## config.mk

```make
export PLATFORM = sky130hd
export DESIGN_NAME = mdc_secuenciador_dispensa
export DESIGN_NICKNAME = d
export VERILOG_FILES = /design/src/rtl/mdc_pkg.sv /design/src/rtl/mdc_temporizador.sv /design/src/rtl/mdc_secuenciador_dispensa.sv
export SDC_FILE = /design/constraint.sdc
export NUM_CORES = 1
export LEC_CHECK = 0
export BUFFER_PORTS_ARGS = -buffer_cell sky130_fd_sc_hd__buf_4
export CELL_PAD_IN_SITES_DETAIL_PLACEMENT = 1
export CELL_PAD_IN_SITES_GLOBAL_PLACEMENT = 2
export CORE_UTILIZATION = 25
export DETAILED_ROUTE_END_ITERATION = 10
export PLACE_DENSITY_LB_ADDON = 0.1
export SYNTH_ARGS = -nofsm -noshare
export SYNTH_HDL_FRONTEND = slang
export SYNTH_SLANG_ARGS = --single-unit
```

## constraint.sdc

```tcl
create_clock -name clk_i -period 2.25 [get_ports clk_i]
set_clock_uncertainty 0.1 [all_clocks]
set_input_delay 0.45 -clock clk_i [delete_from_list [all_inputs] [get_ports clk_i]]
set_output_delay 0.45 -clock clk_i [all_outputs]
set_load 0.005 [all_outputs]
```

## src/rtl/mdc_pkg.sv

```systemverilog
// Shared encodings and default timings for the drink sequencer.
package mdc_pkg;

    typedef enum logic [2:0] {
        ST_IDLE  = 3'd0,
        ST_CHECK = 3'd1,
        ST_HEAT  = 3'd2,
        ST_GRIND = 3'd3,
        ST_BREW  = 3'd4,
        ST_DRIP  = 3'd5,
        ST_DONE  = 3'd6,
        ST_FAULT = 3'd7
    } state_t;

    localparam logic [1:0] ERR_NONE  = 2'b00;
    localparam logic [1:0] ERR_AGUA  = 2'b01;
    localparam logic [1:0] ERR_CAFE  = 2'b10;
    localparam logic [1:0] ERR_CALOR = 2'b11;

    localparam int T_MOLER_DEF     = 4;
    localparam int T_AGUA_P_DEF    = 6;
    localparam int T_AGUA_G_DEF    = 10;
    localparam int T_GOTEO_DEF     = 3;
    localparam int T_CALOR_MAX_DEF = 8;
    localparam int CNT_W_DEF       = 8;

endpackage

```

## src/rtl/mdc_temporizador.sv

```systemverilog
// Up-counter with synchronous clear; fin_o flags when the count hits the terminal value.
module mdc_temporizador #(
    parameter int CNT_W = 8
) (
    input  logic             clk_i,
    input  logic             rst_i,
    input  logic             clr_i,
    input  logic [CNT_W-1:0] term_i,
    output logic             fin_o
);

    logic [CNT_W-1:0] cnt_q;
    logic [CNT_W-1:0] cnt_d;

    always_comb begin
        cnt_d = clr_i ? '0 : cnt_q + 1'b1;
    end

    always_ff @(posedge clk_i) begin
        if (rst_i) cnt_q <= '0;
        else       cnt_q <= cnt_d;
    end

    assign fin_o = (cnt_q == term_i);

endmodule

```

## src/rtl/mdc_secuenciador_dispensa.sv

```systemverilog
// Drink-cycle sequencer: supply check, heat, grind, brew, drip, with sticky fault reporting.
//
// state | meaning
// IDLE  | waiting for start
// CHECK | one-cycle supply check
// HEAT  | heater on until temp_ok or heat timeout
// GRIND | grinder on for T_MOLER cycles
// BREW  | pump and heater on for the cup-size time
// DRIP  | all actuators off for T_GOTEO cycles
// DONE  | one-cycle completion pulse
// FAULT | fault latched until err_ack or abortar
module mdc_secuenciador_dispensa
    import mdc_pkg::*;
#(
    parameter int T_MOLER     = T_MOLER_DEF,
    parameter int T_AGUA_P    = T_AGUA_P_DEF,
    parameter int T_AGUA_G    = T_AGUA_G_DEF,
    parameter int T_GOTEO     = T_GOTEO_DEF,
    parameter int T_CALOR_MAX = T_CALOR_MAX_DEF,
    parameter int CNT_W       = CNT_W_DEF
) (
    input  logic       clk_i,
    input  logic       rst_i,
    input  logic       start_i,
    input  logic       tamano_i,
    input  logic       hay_agua_i,
    input  logic       hay_cafe_i,
    input  logic       temp_ok_i,
    input  logic       abortar_i,
    input  logic       err_ack_i,
    output logic       heater_o,
    output logic       grinder_o,
    output logic       pump_o,
    output logic       busy_o,
    output logic       done_o,
    output logic       error_o,
    output logic [1:0] err_code_o,
    output logic [2:0] estado_o
);

    localparam logic [CNT_W-1:0] TERM_MOLER  = CNT_W'(T_MOLER - 1);
    localparam logic [CNT_W-1:0] TERM_AGUA_P = CNT_W'(T_AGUA_P - 1);
    localparam logic [CNT_W-1:0] TERM_AGUA_G = CNT_W'(T_AGUA_G - 1);
    localparam logic [CNT_W-1:0] TERM_GOTEO  = CNT_W'(T_GOTEO - 1);
    localparam logic [CNT_W-1:0] TERM_CALOR  = CNT_W'(T_CALOR_MAX - 1);

    state_t           state_q, state_d;
    logic             tamano_q, tamano_d;
    logic [1:0]       err_code_q, err_code_d;
    logic [CNT_W-1:0] term;
    logic             fin;
    logic             tmr_clr;

    // The timer restarts from zero whenever the FSM changes state.
    assign tmr_clr = (state_d != state_q);

    mdc_temporizador #(
        .CNT_W (CNT_W)
    ) u_temporizador (
        .clk_i  (clk_i),
        .rst_i  (rst_i),
        .clr_i  (tmr_clr),
        .term_i (term),
        .fin_o  (fin)
    );

    always_comb begin
        case (state_q)
            ST_HEAT:  term = TERM_CALOR;
            ST_GRIND: term = TERM_MOLER;
            ST_BREW:  term = tamano_q ? TERM_AGUA_G : TERM_AGUA_P;
            ST_DRIP:  term = TERM_GOTEO;
            default:  term = '0;
        endcase
    end

    always_ff @(posedge clk_i) begin
        if (rst_i) begin
            state_q    <= ST_IDLE;
            tamano_q   <= 1'b0;
            err_code_q <= ERR_NONE;
        end else begin
            state_q    <= state_d;
            tamano_q   <= tamano_d;
            err_code_q <= err_code_d;
        end
    end

    always_comb begin
        state_d    = state_q;
        tamano_d   = tamano_q;
        err_code_d = err_code_q;
        // Abort returns to IDLE from anywhere and also releases a latched fault.
        if (abortar_i) begin
            state_d    = ST_IDLE;
            err_code_d = ERR_NONE;
        end else begin
            case (state_q)
                ST_IDLE: begin
                    if (start_i) begin
                        tamano_d = tamano_i;
                        state_d  = ST_CHECK;
                    end
                end
                ST_CHECK: begin
                    if (!hay_agua_i) begin
                        state_d    = ST_FAULT;
                        err_code_d = ERR_AGUA;
                    end else if (!hay_cafe_i) begin
                        state_d    = ST_FAULT;
                        err_code_d = ERR_CAFE;
                    end else begin
                        state_d = ST_HEAT;
                    end
                end
                ST_HEAT: begin
                    if (temp_ok_i) begin
                        state_d = ST_GRIND;
                    end else if (fin) begin
                        state_d    = ST_FAULT;
                        err_code_d = ERR_CALOR;
                    end
                end
                ST_GRIND: begin
                    if (!hay_cafe_i) begin
                        state_d    = ST_FAULT;
                        err_code_d = ERR_CAFE;
                    end else if (fin) begin
                        state_d = ST_BREW;
                    end
                end
                ST_BREW: begin
                    if (!hay_agua_i) begin
                        state_d    = ST_FAULT;
                        err_code_d = ERR_AGUA;
                    end else if (fin) begin
                        state_d = ST_DRIP;
                    end
                end
                ST_DRIP: begin
                    if (fin) state_d = ST_DONE;
                end
                ST_DONE: begin
                    state_d = ST_IDLE;
                end
                ST_FAULT: begin
                    if (err_ack_i) begin
                        state_d    = ST_IDLE;
                        err_code_d = ERR_NONE;
                    end
                end
                default: begin
                    state_d = ST_IDLE;
                end
            endcase
        end
    end

    always_comb begin
        heater_o  = 1'b0;
        grinder_o = 1'b0;
        pump_o    = 1'b0;
        busy_o    = 1'b1;
        done_o    = 1'b0;
        error_o   = 1'b0;
        case (state_q)
            ST_IDLE:  busy_o = 1'b0;
            ST_HEAT:  heater_o = 1'b1;
            ST_GRIND: grinder_o = 1'b1;
            ST_BREW: begin
                heater_o = 1'b1;
                pump_o   = 1'b1;
            end
            ST_DONE:  done_o = 1'b1;
            ST_FAULT: begin
                busy_o  = 1'b0;
                error_o = 1'b1;
            end
            default: ;
        endcase
    end

    assign err_code_o = err_code_q;
    assign estado_o   = state_q;

endmodule
```

# == Word level (Yosys, flattened, before mapping) ==
# Cells that the tools add are included.
# word_totals
register_bits,14
in_bits,9
# op_classes
add_sub_neg,1
n_eq_ne,13
muxes,28
bitwise,1
n_reduce_logical,8
# op_table
operator,count
$mux 3,12
$pmux 3 s8,1
$pmux 4 s4,1
$eq 3x3->1 const B,4
$mux 2,6
$pmux 2 s5,1
$add 8x1->8 const B,1
$eq 8x4->1,1
$ne 2x2->1 const B,4
$reduce_or 2->1,4
$eq 3x2->1 const B,2
$mux 1,6
$reduce_and 5->1,1
$reduce_bool 5->1,1
$mux 4,1
$eq 3x1->1 const B,1
$logic_not 3->1,1
$ne 3x3->1,1
$reduce_and 3->1,1
$not 1->1,1

# == Depth between registers and ports, before layout ==
# logic_depth
depth_word,9
depth_mapped,8
mapped_depth_nobuf,6

# == Cells and area by module ==
# A second synthesis with hierarchy kept.
# unflattened
cells_unflattened,134
area_unflattened_um2,1072.3
# by_module_without_submodules
module,instances,cells_per_inst,area_each_um2,seq_area_each_um2
mdc_secuenciador_dispensa,1,87,666.9,120.1
mdc_temporizador,1,47,405.4,160.2

# == Worst setup path before layout ==
# No wires, ideal clock.
# synth_path
path_kind,reg2reg
from,"register state_q[2], in the netlist estado_o[2]"
to,register u_temporizador.cnt_q[2]
setup_ns,0.125
arrival_time_ns,1.660
path_slack_ns,0.365
stages_incl_launch_ff,7
period_less_slack_ns,1.885
path_cell_list,dfxtp_1 nor4bb_1 mux2i_1 o211a_1 nand4_1 nand3_4 nor3_1
# synth_between
elab_chain_len,9
# synth_rtl
item,line_no,source
from (decl),mdc_secuenciador_dispensa.sv:47,"state_t state_q, state_d;"
from (signal assigned),mdc_secuenciador_dispensa.sv:83,state_q <= state_d;
$eq 3x3->1 / $eq 3x2->1 (equally long branches),"mdc_secuenciador_dispensa.sv:68, mdc_secuenciador_dispensa.sv:98",
$pmux 4 s4,mdc_secuenciador_dispensa.sv:68,case (state_q)
$eq 8x4->1,mdc_temporizador.sv:24,assign fin_o = (cnt_q == term_i);
$mux 3 (on tied branches),"mdc_secuenciador_dispensa.sv:136, mdc_secuenciador_dispensa.sv:119, mdc_secuenciador_dispensa.sv:128",
$mux 3 (on tied branches),"mdc_secuenciador_dispensa.sv:133, mdc_secuenciador_dispensa.sv:117, mdc_secuenciador_dispensa.sv:125",
$pmux 3 s8,mdc_secuenciador_dispensa.sv:98,case (state_q)
$mux 3,mdc_secuenciador_dispensa.sv:94,if (abortar_i) begin
$ne 3x3->1 (*),mdc_secuenciador_dispensa.sv:55,assign tmr_clr = (state_d != state_q);
$reduce_or 2->1 (no source line) (*),-,
to (signal assigned),mdc_temporizador.sv:21,else cnt_q <= cnt_d;
to (decl),mdc_temporizador.sv:12,logic [CNT_W-1:0] cnt_q;
# Mark *: on every way between the ends. The rest lies on a longest branch, timed or not.
# A chain may end at the register's enable or synchronous reset.

# == Final worst setup path ==
# layout_path
from,"register state_q[1], in the netlist estado_o[1]"
to,output grinder_o
# layout_between
elab_chain_len,2
# layout_rtl
item,line_no,source
$eq 3x2->1,mdc_secuenciador_dispensa.sv:166,case (state_q)
$mux 1,mdc_secuenciador_dispensa.sv:166,
to (decl),mdc_secuenciador_dispensa.sv:32,"output logic grinder_o,"
# No other way between the ends.

==> flow_metrics.tcl <==
set metrics [dict create \
    yosys_warnings 0 \
    synth_cells 156 \
    critical_path_class "reg2out" \
    leakagePower_nw 0.573 \
    placed_cell_area_mm2 0.00140 \
    numCtsBuffers 3 \
    critPathMaxFanout 15 \
    die-area_mm2 0.00493 \
    fin_crit_ns 2.05 \
    async_reset_ff_share_pct 0 \
    final_antenna_net_count 0 \
    final_cell_area_mm2 0.00147 \
    setup_slack_ns 0.204 \
    drt_iter0_drc 45 \
    wl_per_cell_um 16.6 \
    worst_skew_pair.late_latency_ns 0.25 \
    finalNonFillerCells 231 \
    synth_top_area_cell "dfxtp_1" \
    num_antenna_cells 0 \
    grt_overflow 0 \
    ys_seq_area_share_pct 24.1 \
    drcViolationCount 0 \
    hold_violations 0 \
    synth_top_area_share_pct 24.1 \
    portBuffers 19 \
    netlist-cell-type-count 51 \
    io-pin-count 20 \
    setup_viol 0 \
    cts_tree "built" \
    detail_route.vias_per_cell 5.27 \
    synthTopCellsByCount "14 x dfxtp_1, 13 x nand2_1, 13 x nor2_1" \
    hold_path.class "in2reg" \
    synth_edf_count 0 \
    setup-tns-final_ns 0 \
    antenna_found_initial 0 \
    gp_congestion 0.847 \
    die_h_um 70.2 \
    coreArea_mm2 0.00441 \
    crit_required_ns 1.70 \
    dpl.hpwl_um 3020 \
    grt_first_pass_wirelength_um 6180 \
    syn_area_mm2 0.00116 \
    grt_max_degree 16 \
    outcome "complete, no violations" \
    powerDensity_mw_per_mm2 521 \
    synth.area.top_cells "dfxtp_1 24%, a21oi_1 4.7%, nor3_1 4.7%" \
    post-place-cells 227 \
    groute.usage.overall_pct 16.1 \
    areaGrowthSynthToFinish_pct 26.3 \
    synth_flop_cell "dfxtp_1" \
    cts_root_buffer "clkbuf_8" \
    peakVddDrop_v 0.000236 \
    die_w_um 70.2 \
    via_count 1217 \
    start_util_pct 26.3 \
    grt_pass1_vias 1227 \
    dr.pass1.iters 4 \
    cts_max_level 1 \
    syn_avg_cell_area_um2 7.45 \
    clockBufferDepth 2 \
    drv_cap 0 \
    worst_slew_pin_slew_ns 0.537 \
    clkTransAtPathRegs_ns 0.06 \
    clock_sinks 14 \
    max-slew-margin-rel_pct 63.8 \
    ys_ff_latch 14 \
    fin_crit_sh_pct 90.9 \
    rows 24 \
    pre_cts_slack_ns 0.0762 \
    totalWireLength_um 3830 \
    yosysMostFrequentCell "dfxtp_1" \
    fmax_mhz 489 \
    layout-drive-gt1-share_pct 26.3 \
    cp-end-kind "output port" \
    fillCellCount 560 \
    rsz0062_at_grt "no" \
    nets 190 \
    cp.arrival_ns 1.50 \
    slew_violations 0 \
    start_kind "flop" \
    synth_nets 166 \
    fin_total_pwr_uw 765 \
]
[through the flow]
stage | utilization (%) | hold slack [ns]
floorplan | - | 0.358
detailed placement | 31.6 | 0.377
CTS | 32.9 | 0.323
global route | 33.2 | 0.332
global placement | 31.6 | 0.376
finish | 33.2 | 0.328
[power by group]
group          leakage [nW]  switching (mW)  internal [mW]
clock                0.0288          0.0958          0.155
combinational         0.430           0.129          0.100
sequential            0.115          0.0256          0.260
[what timing repair did]
item                       4_1_cts  5_1_grt
hold buffers                     0        0
setup endpoints to repair        0       11
gates resized for setup          0        5
setup buffers                    0        0
[per-layer routing]
layer / vias to the layer above / part of all wire, % / global-route usage, %
li1: 615 / - / -
met1: 580 / 49 / 21.5
met2: 20 / 47 / 26.8
met3: 2 / 3.2 / 3.32
met4: 0 / 0.50 / 3.33
met5: - / 0 / 0
[cell type report]
type                    count  area (um2)  area share, %
inverters                   8        30.0           2.05
multi-input cells         125         825           56.2
flip-flops and latches     14         283           19.3
well taps                  52        65.1           4.43
clock buffers               4        55.1           3.75
repair buffers             28         210           14.3
[worst paths after layout]
check / cells after the start / to / slack [ns] / start
setup / recovery: 4 / grinder_o / 0.20 / estado_o[1]
hold / removal: 2 / estado_o[1] / 0.33 / rst_i
setup reg to reg: 7 / u_temporizador.cnt_q[1] / 0.24 / estado_o[2]
hold reg to reg: 2 / err_code_o[0] / 0.38 / err_code_o[0]
[sequential cells by signal, summed over array words and instances, names as in the netlist]
register              count
u_temporizador.cnt_q      8
estado_o                  3
err_code_o                2
tamano_q                  1
[placed cells by master (no fill, tap or decap), types with 2 or more instances in the layout]
cell type,instances
o21ai_0,6
buf_4,28
nand3_1,9
o21ai_1,7
dfxtp_1,12
o211ai_1,2
clkbuf_8,4
mux2i_1,3
nor4_1,2
nand2_1,13
nor2_1,13
xnor2_1,2
and3_1,2
nor3_1,10
a21oi_1,11
o21a_1,2
nor3_2,2
nand3b_1,2
xor2_1,5
inv_1,7
dfxtp_2,2
o2bb2ai_1,2
a31oi_1,3
nand2b_1,3
[logic make-up (layout without fill, tap and decap cells)]
group           count (synthesis)  after routing  share of synthesized area [%]
compound gates                 44             44                           25.3
xor+xnor                        7              7                           5.27
flops                          14             14                           24.1
simple gates                   70             70                           35.4
fa+ha+maj                       1              1                           1.08
mux                             3              3                           2.58
buf+inv                        17             40                           6.24
[worst max-delay path, cell delays in order, from the launching register on]
cell	delay, ns
dfxtp_2	0.45
buf_4	0.26
inv_1	0.12
nor3_1	0.26
buf_4	0.16
No activity file was read; power rests on OpenSTA's default activity.
